<file path="src/rtl/video_pattern_gen_if.sv">
// Configuration inputs and video outputs of the test-pattern generator.
interface video_pattern_gen_if #(
  parameter int PIXEL_WIDTH = 8
);
  logic                   en;
  logic [1:0]             pattern;
  logic [15:0]            width;
  logic [15:0]            height;
  logic [15:0]            hblank;
  logic [15:0]            vblank;
  logic [PIXEL_WIDTH-1:0] do_o;
  logic                   de_o;
  logic                   hs_o;
  logic                   vs_o;
  logic [15:0]            frame_cnt_o;

  modport slave (
    input  en, pattern, width, height, hblank, vblank,
    output do_o, de_o, hs_o, vs_o, frame_cnt_o
  );

  modport master (
    output en, pattern, width, height, hblank, vblank,
    input  do_o, de_o, hs_o, vs_o, frame_cnt_o
  );
endinterface

</file>
<file path="src/rtl/video_pattern_gen.sv">
// Video test-pattern generator: raster of width x height pixels with line and
// frame blanking, optional sparse data-enable, four selectable patterns.
module video_pattern_gen #(
  parameter int PIXEL_WIDTH   = 8,
  parameter int DE_SPARSE     = 0,
  parameter int LINE_SIZE_MAX = 4096
) (
  input logic                clk,
  input logic                rst,
  video_pattern_gen_if.slave bus
);
  localparam int CW = $clog2(LINE_SIZE_MAX) + 1;
  localparam int SW = (DE_SPARSE > 0) ? $clog2(DE_SPARSE + 1) : 1;
  localparam logic [SW-1:0] SUB_LAST = SW'(DE_SPARSE);
  localparam logic [15:0]   W_MAX    = 16'(LINE_SIZE_MAX);

  typedef enum logic [1:0] {IDLE, PIX, HBL, VBL} state_t;
  typedef struct packed {
    logic [1:0]  pat;
    logic [15:0] w, h, hb, vb;
  } cfg_t;

  state_t                 state, state_n;
  cfg_t                   cfg, cfg_n;
  logic [CW-1:0]          x, x_n, y, y_n;
  logic [SW-1:0]          sub, sub_n;
  logic [15:0]            cnt, cnt_n, fc, fc_n;
  logic [PIXEL_WIDTH-1:0] pix_q, pix_n;
  logic                   de_q, de_n, hs_q, hs_n, vs_q, vs_n;
  logic                   start, start_ok, eof, last_line;
  logic [15:0]            w_clamp;

  function automatic logic [PIXEL_WIDTH-1:0] pix_val(
    input logic [1:0] pat, input logic [15:0] px, py, f);
    logic [15:0] s;
    s = px + py + f;
    case (pat)
      2'd0:    pix_val = PIXEL_WIDTH'(px);
      2'd1:    pix_val = PIXEL_WIDTH'(py);
      2'd2:    pix_val = {PIXEL_WIDTH{px[3] ^ py[3]}};
      default: pix_val = PIXEL_WIDTH'(s);
    endcase
  endfunction

  assign start_ok = bus.en && (bus.width != 16'd0) && (bus.height != 16'd0);
  assign w_clamp  = (32'(bus.width) > LINE_SIZE_MAX) ? W_MAX : bus.width;

  always_comb begin
    state_n   = state;
    cfg_n     = cfg;
    x_n       = x;
    y_n       = y;
    sub_n     = sub;
    cnt_n     = cnt;
    fc_n      = fc;
    eof       = 1'b0;
    start     = 1'b0;
    last_line = (16'(y) == cfg.h - 16'd1);
    case (state)
      IDLE: start = start_ok;
      PIX:
        if (sub == SUB_LAST) begin
          sub_n = '0;
          if (16'(x) == cfg.w - 16'd1) begin
            state_n = HBL;
            cnt_n   = '0;
          end else begin
            x_n = x + CW'(1);
          end
        end else begin
          sub_n = sub + SW'(1);
        end
      // hblank of 0 still costs one cycle: the compare is true on the first one
      HBL:
        if ({1'b0, cnt} + 17'd1 >= {1'b0, cfg.hb}) begin
          if (!last_line) begin
            state_n = PIX;
            x_n     = '0;
            y_n     = y + CW'(1);
          end else if (cfg.vb != 16'd0) begin
            state_n = VBL;
            cnt_n   = '0;
          end else begin
            eof = 1'b1;
          end
        end else begin
          cnt_n = cnt + 16'd1;
        end
      VBL:
        if ({1'b0, cnt} + 17'd1 >= {1'b0, cfg.vb}) eof = 1'b1;
        else cnt_n = cnt + 16'd1;
      default: state_n = IDLE;
    endcase

    if (eof) begin
      fc_n  = fc + 16'd1;
      start = start_ok;
      if (!start_ok) state_n = IDLE;
    end
    if (start) begin
      cfg_n   = '{pat: bus.pattern, w: w_clamp, h: bus.height,
                  hb: bus.hblank, vb: bus.vblank};
      x_n     = '0;
      y_n     = '0;
      sub_n   = '0;
      state_n = PIX;
    end

    // Outputs are derived from the next-cycle state so they can be registered
    de_n  = (state_n == PIX) && (sub_n == SUB_LAST);
    pix_n = de_n ? pix_val(cfg_n.pat, 16'(x_n), 16'(y_n), fc_n) : pix_q;
    hs_n  = (state_n != PIX);
    vs_n  = (state_n == PIX) ||
            ((state_n == HBL) && (16'(y_n) != cfg_n.h - 16'd1));
  end

  always_ff @(posedge clk) begin
    if (rst) begin
      state <= IDLE;
      cfg   <= '0;
      x     <= '0;
      y     <= '0;
      sub   <= '0;
      cnt   <= '0;
      fc    <= '0;
      pix_q <= '0;
      de_q  <= 1'b0;
      hs_q  <= 1'b1;
      vs_q  <= 1'b0;
    end else begin
      state <= state_n;
      cfg   <= cfg_n;
      x     <= x_n;
      y     <= y_n;
      sub   <= sub_n;
      cnt   <= cnt_n;
      fc    <= fc_n;
      pix_q <= pix_n;
      de_q  <= de_n;
      hs_q  <= hs_n;
      vs_q  <= vs_n;
    end
  end

  assign bus.do_o        = pix_q;
  assign bus.de_o        = de_q;
  assign bus.hs_o        = hs_q;
  assign bus.vs_o        = vs_q;
  assign bus.frame_cnt_o = fc;
endmodule

</file>
<file path="src/flat_wrapper.sv">
// flat-port wrapper written by rule: the top's interface ports become plain ports
module video_pattern_gen_flat 
#(
  parameter int PIXEL_WIDTH   = 8,
  parameter int DE_SPARSE     = 0,
  parameter int LINE_SIZE_MAX = 4096
)
  (clk, rst, bus_en, bus_pattern, bus_width, bus_height, bus_hblank, bus_vblank, bus_do_o, bus_de_o, bus_hs_o, bus_vs_o, bus_frame_cnt_o);
  video_pattern_gen_if #(.PIXEL_WIDTH(PIXEL_WIDTH)) bus_i ();
  input logic clk;
  input logic rst;
  input wire logic [$bits(bus_i.en)-1:0] bus_en;
  input wire logic [$bits(bus_i.pattern)-1:0] bus_pattern;
  input wire logic [$bits(bus_i.width)-1:0] bus_width;
  input wire logic [$bits(bus_i.height)-1:0] bus_height;
  input wire logic [$bits(bus_i.hblank)-1:0] bus_hblank;
  input wire logic [$bits(bus_i.vblank)-1:0] bus_vblank;
  output wire logic [$bits(bus_i.do_o)-1:0] bus_do_o;
  output wire logic [$bits(bus_i.de_o)-1:0] bus_de_o;
  output wire logic [$bits(bus_i.hs_o)-1:0] bus_hs_o;
  output wire logic [$bits(bus_i.vs_o)-1:0] bus_vs_o;
  output wire logic [$bits(bus_i.frame_cnt_o)-1:0] bus_frame_cnt_o;
  assign bus_i.en = bus_en;
  assign bus_i.pattern = bus_pattern;
  assign bus_i.width = bus_width;
  assign bus_i.height = bus_height;
  assign bus_i.hblank = bus_hblank;
  assign bus_i.vblank = bus_vblank;
  assign bus_do_o = bus_i.do_o;
  assign bus_de_o = bus_i.de_o;
  assign bus_hs_o = bus_i.hs_o;
  assign bus_vs_o = bus_i.vs_o;
  assign bus_frame_cnt_o = bus_i.frame_cnt_o;
  video_pattern_gen #(.PIXEL_WIDTH(PIXEL_WIDTH), .DE_SPARSE(DE_SPARSE), .LINE_SIZE_MAX(LINE_SIZE_MAX)) u_core (.clk(clk), .rst(rst), .bus(bus_i));
endmodule
</file>
<file path="config.mk">
export PLATFORM = sky130hd
export DESIGN_NAME = video_pattern_gen_flat
export DESIGN_NICKNAME = d
export VERILOG_FILES = /design/src/rtl/video_pattern_gen_if.sv /design/src/rtl/video_pattern_gen.sv /design/src/flat_wrapper.sv
export SDC_FILE = /design/constraint.sdc
export NUM_CORES = 1
export LEC_CHECK = 0
export BUFFER_PORTS_ARGS = -buffer_cell sky130_fd_sc_hd__clkbuf_2
export CAP_MARGIN = 0
export CORE_MARGIN = 4
export CORE_UTILIZATION = 45
export CTS_CLUSTER_SIZE = 20
export DETAILED_ROUTE_END_ITERATION = 10
export GPL_ROUTABILITY_DRIVEN = 1
export PLACE_DENSITY_LB_ADDON = 0.2
export SETUP_SLACK_MARGIN = 0.5
export SYNTH_ARGS = -nofsm -noshare
export SYNTH_HDL_FRONTEND = slang
export SYNTH_SLANG_ARGS = --single-unit
</file>
<file path="constraint.sdc">
create_clock -name clk -period 6.8 [get_ports clk]
set_input_delay 1.02 -clock clk [delete_from_list [all_inputs] [get_ports clk]]
set_output_delay 1.02 -clock clk [all_outputs]
set_load 0.01 [all_outputs]
</file>
==> flow_summary.toml <==
[drt]
drtIter0Drc = 688
drt_wl_total_um = 27060
drt_pass1_iterations = 5
remaining_drc_errors = 0
vias = 9072
via_per_inst = 5.793
antenna_left = 0
wire_per_inst_um = 17.28

[clock_network]
cts_root_buffer = "clkbuf_16"
clk_pin_slew_ns = 0.06
clock_path_buffers = 2
ctsHtreeMaxLevel = 4
cts_buffers = 17
cts.sinks = 138
worstSkewPairLatency_ns = 0.43
cts_tree = "built"

[synth]
ys_ff_latch = 138
synth_fa_ha_area_share_pct = 8.162
synthXorXnorAreaFrac_pct = 8.228
netlist_area_um2 = 9474
synth-simple-area-share_pct = 26.62
synthMuxAreaShare_pct = 1.624
seq_area_frac_synth_pct = 29.16
syn_area_per_cell_um2 = 7.804
synthCells = 1214
synthesis.nets = 1340
async_flop_share_pct = 0
synth_warnings = 0
synth_top_family_by_area = "simple AND/OR/NAND/NOR gates"
ys_types = 85
synth_top_cell_area_share_pct = 29.16
synth_top_area_cell = "dfxtp_1"
synth_edf_count = 0
netlist_top_cells_area = "dfxtp_1, ha_1, nand2_1"
ys.flop_type = "dfxtp_1"
synth_compound_area_share_pct = 20.36

[timing]
fmax_ghz = 0.1662
max-slew-margin-rel_pct = 14.87
worstMarginPinSlew_ns = 1.269
setup-violations-final = 0
rsz0062_at_grt = "no"
period_share_pct = 88.47
hold_viol = 0
finalSetupTns_ns = 0
fin_hold_ws_ns = 0.4570
min_period_ns = 6.016
finClkSkew_ns = 0.01043
drv_slew = 0
setup_slack_ns = 0.7842

[global_route]
grt_pass1_vias = 8314
grt_pass1_wl_um = 43310
grt_start_max_net_pins = 92
track_usage_pct = 22.40
grt.overflow.total = 0
antenna_found_initial = 0

[finish]
diodes = 0
area_delta_synth_final_pct = 14.61
final_core_util_pct = 52.98
final_cells = 1566
fin_nets = 1409
drive_above_1_share_pct = 15.74

[worst_setup_path]
path_max_fanout = 7
crit_buf_inv = 2
worstPathRequired_ns = 7.12
endpoint_kind = "flop"
path_class = "reg -> reg"
cp-start-kind = "flop"
reg2reg_depth = 26
crit_arrival_ns = 6.34
r2r-end = "u_core.bus.do_o[7]"
cp_top_family = "simple AND/OR/NAND/NOR gates"
path_depth = 26
rrSetupSlack_ns = 0.78
critical-path-max-stage-delay_ns = 0.51
cp-startpoint = "u_core.cnt[3]"
r2r_start = "u_core.cnt[3]"
endpoint = "u_core.bus.do_o[7]"
critPathSlowestCell = "fa_1"

[placement]
gp_congestion = 0.9351
dpl_worst_slack_ns = 0.2799
io_buffers = 95
hpwl_um = 20360
dpl.cell_count = 1527

[min_path]
hold_path_class = "reg -> reg"
holdPathStages = 2

[floorplan]
core_area_um2 = 20490
num_rows = 52
dieArea_um2 = 23440
io_pins = 96
start_util_pct = 46.23
die_w_um = 153.1
die_y_um = 153.1

[outcome]
status = "finished clean"

[job]
cap_viol_max_count = 0

[pwr]
p_per_area_nw_per_um2 = 214.0
power_leakage_uw = 0.004432
vdd_drop_max_uv = 190.9
==> synth_stat cells, types with 9 or more instances <==
library cell,instances
and4_1,9
buf_2,10
dfxtp_1,138
and3_1,28
xnor2_1,50
nor2_1,117
inv_1,64
o21ai_0,36
o21ai_1,9
clkbuf_1,52
a22o_1,10
nand4_1,31
a211oi_1,14
or3_1,9
a21o_1,10
xor2_1,39
a31oi_1,12
a22oi_1,17
nand2_1,142
nand3_1,36
nor4_1,22
ha_1,49
and2_1,21
a21oi_1,92
nor3_1,29
==> worst min-delay path: cells and delay by family (launching register included) <==
family,cells,cell delay (ns)
compound gates,1,0.05
flops,1,0.31
simple gates,1,0.05
==> where the power goes <==
part	internal, µW	switching (µW)	total (µW)
registers	850	43.6	894
logic	207	334	542
clock network	496	393	889
total	1550	770	2320
==> cells in the final DEF, fill, tap and decap left out, drive strengths merged, types with 11 or more instances in the layout <==
master / n
nand2: 142
dfxtp: 138
nor2: 117
clkbuf: 114
a21oi: 92
inv: 71
xnor2: 50
ha: 49
o21ai: 45
xor2: 39
nand3: 36
nand4: 32
nor3: 30
and3: 28
buf: 25
nor4: 22
and2: 21
a22oi: 17
a211oi: 15
a31oi: 12
a21o: 11
==> cell families after synthesis <==
kind of cell | count (synthesis)
xor gates and xnor gates | 89
DFF | 138
and+or+nand+nor | 499
buffers and inverters | 134
adders and majority gates | 57
muxes | 14
AOI/OAI and AO/OA | 283
==> what timing repair did <==
action / in CTS / in global routing
pin swaps: 1 / 9
endpoints found under the setup margin: 2 / 2
hold buffers: 0 / 0
resized for setup: 4 / 27
buffers inserted: 0 / 6
cloned: 0 / 1
==> layout make-up <==
cell class / instances / area, µm²
Fill cell: 1970 / 9637
Tap cell: 270 / 337.8
Sequential cell: 138 / 2769
Inverter: 64 / 240.2
Clock inverter: 12 / 102.6
Clock buffer: 20 / 456.7
Multi-Input combinational cell: 943 / 6281
Timing Repair Buffer: 119 / 670.6
==> per-stage QoR <==
stage | area (µm²) | power (µW)
2_1_floorplan | 9483 | 1286
3_3_place_gp | 10120 | 1433
3_5_place_dp | 10120 | 1434
4_1_cts | 10700 | 2320
5_1_grt | 10860 | 2436
6_report | 10860 | 2324
==> registers in the layout (all words and copies together) (netlist names) <==
signal / flops
u_core.cfg: 66
u_core.bus.frame_cnt_o: 16
u_core.cnt: 16
u_core.x: 13
u_core.y: 13
u_core.bus.do_o: 8
u_core.state: 2
u_core.bus.de_o: 1
u_core.bus.hs_o: 1
u_core.bus.vs_o: 1
u_core.sub: 1
==> layer usage <==
layer | GRT usage [%] | wire, µm | vias up
met3 | 4.241 | 1778 | 28
met1 | 33.26 | 13290 | 4250
met5 | 0 | 0 | -
li1 | - | - | 4506
met2 | 33.26 | 11610 | 288
met4 | 5.982 | 380 | 0
==> how the worst min path moves through the flow <==
stage                    from             end  slack, ns
2_1_floorplan  u_core.cfg[61]  u_core.cfg[61]       0.42
3_3_place_gp   u_core.cfg[21]  u_core.cfg[21]       0.44
3_5_place_dp   u_core.cfg[61]  u_core.cfg[61]       0.45
4_1_cts        u_core.cfg[61]  u_core.cfg[61]       0.46
5_1_grt        u_core.cfg[61]  u_core.cfg[61]       0.47
6_report       u_core.cfg[22]  u_core.cfg[22]       0.46
Note: power is estimated with default switching activity, not from simulation.
